File: config.mk
export PLATFORM = sky130hd
export DESIGN_NAME = popcount_sequencer
export DESIGN_NICKNAME = d
export VERILOG_FILES = /design/src/rtl/popcount_sequencer.sv
export SDC_FILE = /design/constraint.sdc
export NUM_CORES = 1
export LEC_CHECK = 0
export CELL_PAD_IN_SITES_DETAIL_PLACEMENT = 1
export CELL_PAD_IN_SITES_GLOBAL_PLACEMENT = 1
export CORE_MARGIN = 2
export CORE_UTILIZATION = 30
export CTS_CLUSTER_DIAMETER = 200
export CTS_CLUSTER_SIZE = 8
export DETAILED_ROUTE_END_ITERATION = 16
export DONT_BUFFER_PORTS = 1
export GPL_ROUTABILITY_DRIVEN = 1
export PLACE_DENSITY_LB_ADDON = 0.1
export SLEW_MARGIN = 20
export SYNTH_ARGS = -nofsm -noshare
export SYNTH_HDL_FRONTEND = slang
export SYNTH_SLANG_ARGS = --single-unit
File: constraint.sdc
create_clock -name clk -period 4.5 [get_ports clk]
set_clock_uncertainty 0.1 [all_clocks]
set_input_delay 0.45 -clock clk [delete_from_list [all_inputs] [get_ports clk]]
set_output_delay 0.45 -clock clk [all_outputs]
set_load 0.01 [all_outputs]
File: src/rtl/popcount_sequencer.sv
// Sequential popcount: one 16:5 GPC compressor is reused over DATA_W/16 cycles,
// one 16-bit slice per cycle, and the slice counts are summed into a CNT_W result.

// 16-input population count built as a balanced adder tree (2 -> 3 -> 4 -> 5 bits).
module gpc_16_5 (
  input  logic [15:0] bits,
  output logic [4:0]  count
);

  logic [1:0] lvl1 [8];
  logic [2:0] lvl2 [4];
  logic [3:0] lvl3 [2];

  always_comb begin
    for (int i = 0; i < 8; i++) begin
      lvl1[i] = {1'b0, bits[2*i]} + {1'b0, bits[2*i+1]};
    end
    for (int i = 0; i < 4; i++) begin
      lvl2[i] = {1'b0, lvl1[2*i]} + {1'b0, lvl1[2*i+1]};
    end
    for (int i = 0; i < 2; i++) begin
      lvl3[i] = {1'b0, lvl2[2*i]} + {1'b0, lvl2[2*i+1]};
    end
    count = {1'b0, lvl3[0]} + {1'b0, lvl3[1]};
  end

endmodule

module popcount_sequencer #(
  parameter int DATA_W = 64,
  parameter int CNT_W  = 7
) (
  input  logic              clk,
  input  logic              rst,
  input  logic              in_valid,
  output logic              in_ready,
  input  logic [DATA_W-1:0] in_data,
  output logic              out_valid,
  input  logic              out_ready,
  output logic [CNT_W-1:0]  out_count,
  output logic              busy,
  output logic [1:0]        state_dbg
);

  localparam int NSLICE = DATA_W / 16;
  localparam int IDX_W  = (NSLICE > 1) ? $clog2(NSLICE) : 1;

  localparam logic [1:0] IDLE = 2'd0;
  localparam logic [1:0] RUN  = 2'd1;
  localparam logic [1:0] DONE = 2'd2;

  generate
    if ((DATA_W < 16) || (DATA_W % 16 != 0)) begin : g_bad_data_w
      $error("popcount_sequencer: DATA_W must be a multiple of 16 and >= 16");
    end
    if (CNT_W != $clog2(DATA_W + 1)) begin : g_bad_cnt_w
      $error("popcount_sequencer: CNT_W must equal $clog2(DATA_W+1)");
    end
  endgenerate

  // Handshakes: a transfer happens on a rising edge where valid && ready.
  // The producer holds valid/data until the transfer; the result is held
  // stable in DONE until out_ready is seen.
  logic [1:0]        state_q;
  logic [DATA_W-1:0] shift_q;
  logic [CNT_W-1:0]  acc_q;
  logic [IDX_W-1:0]  idx_q;
  logic [4:0]        slice_cnt;
  logic              accept;
  logic              last_slice;

  gpc_16_5 u_gpc (
    .bits  (shift_q[15:0]),
    .count (slice_cnt)
  );

  always_comb begin
    in_ready = 1'b0;
    case (state_q)
      IDLE:    in_ready = 1'b1;
      DONE:    in_ready = out_ready;
      default: in_ready = 1'b0;
    endcase
  end

  assign accept     = in_valid && in_ready;
  assign last_slice = (idx_q == IDX_W'(NSLICE - 1));
  assign out_valid  = (state_q == DONE);
  assign out_count  = acc_q;
  assign busy       = (state_q == RUN) || (state_q == DONE);
  assign state_dbg  = state_q;

  always_ff @(posedge clk) begin
    if (rst) begin
      state_q <= IDLE;
      shift_q <= '0;
      acc_q   <= '0;
      idx_q   <= '0;
    end else begin
      case (state_q)
        IDLE: begin
          if (accept) begin
            shift_q <= in_data;
            acc_q   <= '0;
            idx_q   <= '0;
            state_q <= RUN;
          end
        end
        RUN: begin
          acc_q   <= acc_q + {{(CNT_W-5){1'b0}}, slice_cnt};
          shift_q <= shift_q >> 16;
          idx_q   <= idx_q + 1'b1;
          if (last_slice) begin
            state_q <= DONE;
          end
        end
        DONE: begin
          // in_ready mirrors out_ready here, so a new operand can only be
          // taken on the same edge the result leaves.
          if (out_ready) begin
            if (in_valid) begin
              shift_q <= in_data;
              acc_q   <= '0;
              idx_q   <= '0;
              state_q <= RUN;
            end else begin
              state_q <= IDLE;
            end
          end
        end
        default: state_q <= IDLE;
      endcase
    end
  end

endmodule
==> results of run 1 <==
==> what timing repair did <==
item                       in CTS  in global routing
gates resized for setup         0                  1
setup buffers                   0                  0
setup endpoints to repair       0                  1
==> state kept, by name (all words and copies together), names as in the netlist <==
signal	flops
idx_q	2
out_count	7
shift_q	64
state_dbg	2
==> how the worst max path moves through the flow <==
| stage | startpoint | end | slack, ns | cells after the start |
|---|---|---|---|---|
| after floorplan | out_count[0] | out_count[6] | 0.44 | 11 |
| after global placement | out_count[0] | out_count[6] | 0.26 | 11 |
| after detailed placement | out_count[0] | out_count[6] | 0.19 | 11 |
| after CTS | out_count[0] | out_count[6] | 0.16 | 11 |
| after global routing | out_count[0] | out_count[6] | 0.1 | 11 |
| final | out_count[0] | out_count[6] | 0.28 | 11 |
==> report_power, final <==
part	total [uW]	internal, uW	switching (uW)
clock network	745	445	300
logic	763	332	431
registers	819	752	66.5
total	2330	1530	797
==> layer usage <==
layer  share of wire (%)  GRT usage (%)  up-vias
met5                   0              0        -
met4                 1.3          5.388        0
met3                 5.1          3.759        8
met2                  44          22.30       54
met1                  50          19.95     1377
li1                    -              -     1408
==> worst register-to-register path: cells and delay by family, from the launching register on <==
family	cells	cell delay [ns]
AND/OR/NAND/NOR	1	0.21
adder cells (fa/ha/maj)	6	2.80
AO/OA/AOI/OAI	3	0.54
flip-flops	1	0.37
buffers and inverters	1	0.06
==> cells by family after synthesis <==
kind of cell / after synthesis / share of synthesized area [%]
AO/OA/AOI/OAI: 89 / 21.15
XOR/XNOR: 1 / 0.2116
adder cells (fa/ha/maj): 25 / 9.731
buffers and inverters: 62 / 8.281
flip-flops: 75 / 36.26
multiplexers: 50 / 12.09
AND/OR/NAND/NOR: 113 / 12.27
==> placed cells by master, fill, tap and decap left out, types with 2 or more instances in the layout <==
| cell type | count |
|---|---|
| or3_1 | 3 |
| clkbuf_16 | 9 |
| nor2b_1 | 2 |
| ha_1 | 12 |
| a21oi_1 | 27 |
| nand3_1 | 18 |
| buf_4 | 4 |
| nor3_1 | 2 |
| a211oi_2 | 49 |
| nand2_1 | 22 |
| dfxtp_1 | 75 |
| nand2b_1 | 4 |
| inv_1 | 30 |
| clkinv_2 | 2 |
| fa_1 | 12 |
| nand3b_1 | 4 |
| o21a_1 | 2 |
| clkinv_4 | 2 |
| mux2i_1 | 50 |
| nor2_1 | 53 |
==> layout make-up <==
class                   count  area share, %
multi-input cells         278          51.62
flip-flops and latches     75          33.50
clock buffers              10          5.332
well taps                 176          4.913
inverters                  30          2.513
clock inverters             6          1.452
repair buffers              4         0.6700
==> metrics by stage <==
stage | hold WS [ns] | utilization (%)
floorplan | 0.3316 | -
global placement | 0.3315 | 31.26
detailed placement | 0.3409 | 31.26
CTS | 0.06672 | 33.54
global route | 0.07332 | 33.58
finish | 0.08981 | 33.58
==> impl_metrics.yaml, run 1 <==
critical_path:
  worst_path_largest_cell_delay_ns: 0.55
  worstRegToRegCells: 11
  crit_path_max_fanout: 3
  rr_endpoint: "out_count[6]"
  worstPathRequired_ns: 4.59
  path_common_cell: "fa_1"
  regToRegStartpoint: "out_count[0]"
  setup.worst_path.start_class: "flip-flop"
  crit_path_cell_trace: "fa_1 > inv_1 > fa_1 > fa_1 > fa_1 > fa_1 > fa_1 > nand2b_1 > a211oi_2 > o21a_1 > o221ai_2"
  critical_path.top_delay_family: "adder cells"
  cpMaxStageDelayCell: "fa_1"
  worst-endpoint-arrival_ns: 4.31
  worst_reg2reg_setup_slack_ns: 0.28
  crit_path_end_kind: "flip-flop"
  worstPathBufferInverterCount: 1
  category_of_the_critical_setup_timing_path: "reg2reg"
logic_synthesis:
  syn_area_um2: 4140
  seq_area_frac_synth_pct: 36.26
  synth.top_cells.by_area: "dfxtp_1 36%, a211oi_2 15%, mux2i_1 12%"
  post_synth_most_frequent_cells: "75 x dfxtp_1, 53 x nor2_1, 50 x mux2i_1, 48 x a211oi_2, 30 x inv_1"
  yosys.cell_types.count: 37
  average_cell_area_after_synthesis_um2: 9.976
  synthMostInstantiatedCell: "dfxtp_1"
  synthArstFlopShare_pct: 0
  post_syn_instances: 415
  number_of_flops_mapped_to_enable_cells_by_yosys: 0
  synthDominantCellAreaShare_pct: 36.26
  yosys_most_used_dff: "dfxtp_1"
  synth_top_cell_by_area: "dfxtp_1"
  synth.net_count: 508
  ys.warnings.count: 0
  synth.ff_latch_count: 75
run:
  max_cap_violations: 0
clocking:
  clockBufferDepth: 2
  root_buffer: "clkbuf_16"
  clkTransAtPathRegs_ns: 0.06
  tritoncts: "yes"
  tritoncts_buffer_count: 9
  insertion_delay_ns: 0.34
  clock_tree.htree_level_count: 3
  cts_sinks: 75
  number_of_buffers_added_to_fix_hold_violations_after_cts: 0
routing:
  drt_first_iter_violations: 134
  routed_via_density: 4.917
  avgRoutedWirePerCell_um: 18.31
  remaining_drc_errors: 0
  antenna_violating_nets_post_route: 0
  route.vias.total: 2847
  detail_route.first_pass.iterations: 4
  detail_route.wirelength_um: 10600
grt:
  wire_length_of_the_first_global_routing_pass_um: 16330
  vias_in_the_first_global_route: 2961
  grt.total_usage_pct: 14.65
  antenna_found_initial: 0
  sum_of_overflow_across_all_layers_after_global_routing: 0
  largest_net_degree_at_the_start_of_global_routing: 82
min_path:
  hold_path.startpoint: "rst"
  hold_class: "in2reg"
  hold_path_end: "shift_q[1]"
  whs_path_depth: 1
sta:
  worst_pin_slew_ns: 0.8561
  finalCriticalPeriod_ns: 4.220
  slew_headroom_pct: 42.92
  grt_setup_unrepaired: "false"
  timing.final.crit_share_pct: 93.79
  timing.setup.tns_ns: 0
  slew_violations: 0
  setup-violations-final: 0
  postLayoutSetupSlackWorst_ns: 0.2795
  hold_violations: 0
  fmaxAchievable_ghz: 0.2369
placed_design:
  globalplace.congestion: 0.7405
  postPlaceCellArea_um2: 4173
  pre_cts_slack_ns: 0.1860
  hpwlAfterDp_um: 7228
  place_inst: 563
  buffer_ports.inserted: 0
power_and_ir_drop:
  power_density_nw_per_um2: 519.1
  ir_worst_vdd_v: 0.0001989
  power_uw: 2327
  power.leakage_uw: 0.001687
die:
  design.core.area_um2: 13350
  placementRows: 42
  die_height_um: 121.5
  area_enclosed_by_the_die_boundary_um2: 14760
  boundaryPins: 80
  start_util_pct: 31.02
  die_width_um: 121.5
run_status:
  outcome: "finished clean"
finish:
  layoutNonFillerInstCount: 579
  design.final.nets: 491
  regArea_um2: 1501
  multi_input_comb_area_um2: 2313
  stdcell_area_um2: 4482
  area_delta_synth_final_pct: 8.250
  antennaDiodeCount: 0
  final_layout_size_suffix_gt1_share_pct: 18.86
  number_of_fill_cells: 1524
Power figures use the tool's default switching activity.
==> run 2, diff against run 1 <==
Settings changed: CORE_MARGIN 2 to 5, PLACE_DENSITY set to 0.54, PLACE_DENSITY_LB_ADDON 0.1 to unset.
==> run 2 against run 1 <==
Effect of this change:
- setup slack worse by 0.049 ns
- register-to-register slack got worse by 0.05 ns
- critical path type unchanged
- clock power shrank 8.6%
- maximum frequency decreased by 1.2%
- total power shrank 3.4%
- flip-flop and latch count is the same
- count of clock-buffer cells in the layout rose by 3
- routed wire length shrank 3.9%
- hold slack got worse by 0.011 ns
- critical endpoint unchanged
- cell count increased by 0.17%
- sequential share of layout area increased by 0.20 points
==> impl_metrics.yaml, run 2 (synthesis results as in run 1) <==
run_status:
  outcome: "finished clean"
critical_path:
  worst-endpoint-arrival_ns: 4.36
  regToRegStartpoint: "out_count[0]"
  category_of_the_critical_setup_timing_path: "reg2reg"
  crit_path_end_kind: "flip-flop"
  setup.worst_path.start_class: "flip-flop"
  worstRegToRegCells: 11
  crit_path_max_fanout: 3
  worst_reg2reg_setup_slack_ns: 0.23
  rr_endpoint: "out_count[6]"
  worstPathRequired_ns: 4.59
routing:
  drt_first_iter_violations: 146
  route.vias.total: 2877
  detail_route.wirelength_um: 10190
  avgRoutedWirePerCell_um: 17.56
  remaining_drc_errors: 0
  routed_via_density: 4.960
  detail_route.first_pass.iterations: 4
  antenna_violating_nets_post_route: 0
grt:
  antenna_found_initial: 0
  vias_in_the_first_global_route: 3088
  largest_net_degree_at_the_start_of_global_routing: 82
  sum_of_overflow_across_all_layers_after_global_routing: 0
  wire_length_of_the_first_global_routing_pass_um: 16670
  grt.total_usage_pct: 13.22
clocking:
  tritoncts: "yes"
  clkTransAtPathRegs_ns: 0.06
  cts_resized: 0
  clock_tree.htree_level_count: 3
  insertion_delay_ns: 0.33
  number_of_buffers_added_to_fix_hold_violations_after_cts: 0
  root_buffer: "clkbuf_16"
  post_cts.repair.setup_buffers: 0
  tritoncts_buffer_count: 9
  cts_sinks: 75
  clockBufferDepth: 2
sta:
  timing.final.crit_share_pct: 94.88
  grt_setup_unrepaired: "false"
  slew_headroom_pct: 45.50
  finalCriticalPeriod_ns: 4.270
  fmaxAchievable_ghz: 0.2342
  slew_violations: 0
  timing.setup.tns_ns: 0
  hold_violations: 0
  worst_pin_slew_ns: 0.8156
  setup-violations-final: 0
placed_design:
  hpwlAfterDp_um: 7250
  globalplace.congestion: 0.7478
  buffer_ports.inserted: 0
power_and_ir_drop:
  power.leakage_uw: 0.001676
  power_uw: 2248
  ir_worst_vdd_v: 0.0002070
  power_density_nw_per_um2: 504.5
min_path:
  whs_path_depth: 1
  hold_class: "in2reg"
  hold_path_end: "shift_q[19]"
  hold_path.startpoint: "rst"
finish:
  most-common-layout-cells: "75 x dfxtp_1, 53 x nor2_1, 50 x mux2i_1"
  layout.cells.most_common: "dfxtp_1"
  largest_register_ff_count: 64
  number_of_fill_cells: 1564
  antennaDiodeCount: 0
  area_delta_synth_final_pct: 7.616
  design.final.nets: 489
  final_layout_size_suffix_gt1_share_pct: 17.75
  largest-register: "shift_q"
die:
  die_height_um: 127.5
  placementRows: 43
  area_enclosed_by_the_die_boundary_um2: 16250
  start_util_pct: 30.18
  die_width_um: 127.5
  design.core.area_um2: 13720
  boundaryPins: 80
run:
  max_cap_violations: 0
[run 2: changes by cell type in the layout (fill, tap and decap cells not counted)]
| cell | change |
|---|---|
| a211oi_1 | +1 |
| clkinvlp_4 | -1 |
| clkbuf_8 | +2 |
| a211oi_2 | -1 |
| bufinv_16 | -1 |
| clkinv_4 | -2 |
| clkbuf_1 | +1 |
| buf_12 | +1 |
| buf_4 | -3 |
[run 2: worst max-delay path by stage]
stage                      start           end  cells after the start
detailed placement  out_count[0]  out_count[6]                     11
CTS                 out_count[0]  out_count[6]                     11
global placement    out_count[0]  out_count[6]                     11
finish              out_count[0]  out_count[6]                     11
global route        out_count[0]  out_count[6]                     11
floorplan           out_count[0]  out_count[6]                     11
[run 2: worst max-delay path: stages (launching register included)]
cell	delay, ns
dfxtp_1	0.37
fa_1	0.55
inv_1	0.05
fa_1	0.47
fa_1	0.53
fa_1	0.43
fa_1	0.42
fa_1	0.39
nand2b_1	0.19
a211oi_1	0.34
o21a_1	0.18
o221ai_2	0.10
[run 2: cell type report]
cell class	count	area (um^2)	share of cell area (%)
clock inverters	2	10.01	0.2247
multi-input cells	278	2308	51.81
well taps	180	225.2	5.055
inverters	30	112.6	2.527
flip-flops and latches	75	1501	33.70
repair buffers	2	27.53	0.6178
clock buffers	13	270.3	6.066
[run 2: stage by stage]
stage          area, um^2  utilization (%)  setup WS, ns  std cells  hold WS, ns
2_1_floorplan        4140                -        0.4407        415       0.3316
3_3_place_gp         4175            30.43        0.2710        565       0.3317
3_5_place_dp         4175            30.43        0.2016        565       0.3414
4_1_cts              4456            32.48        0.1859        580      0.06640
6_report             4456            32.48        0.2303        580      0.07866
5_1_grt              4456            32.48       0.01991        580      0.06157
[run 2: layer usage]
metal | routed length [um] | part of all wire (%) | vias up | GRT usage [%]
met5 | 0 | 0 | - | 0
met4 | 170 | 1.7 | 0 | 5.110
met3 | 501 | 4.9 | 10 | 3.679
met2 | 4754 | 47 | 56 | 20.90
met1 | 4760 | 47 | 1409 | 17.11
li1 | - | - | 1402 | -
[run 2: power breakdown]
| group | switching, uW | internal (uW) | total (uW) |
|---|---|---|---|
| Clock | 268 | 414 | 681 |
| Sequential | 66.6 | 753 | 819 |
| Combinational | 418 | 329 | 747 |
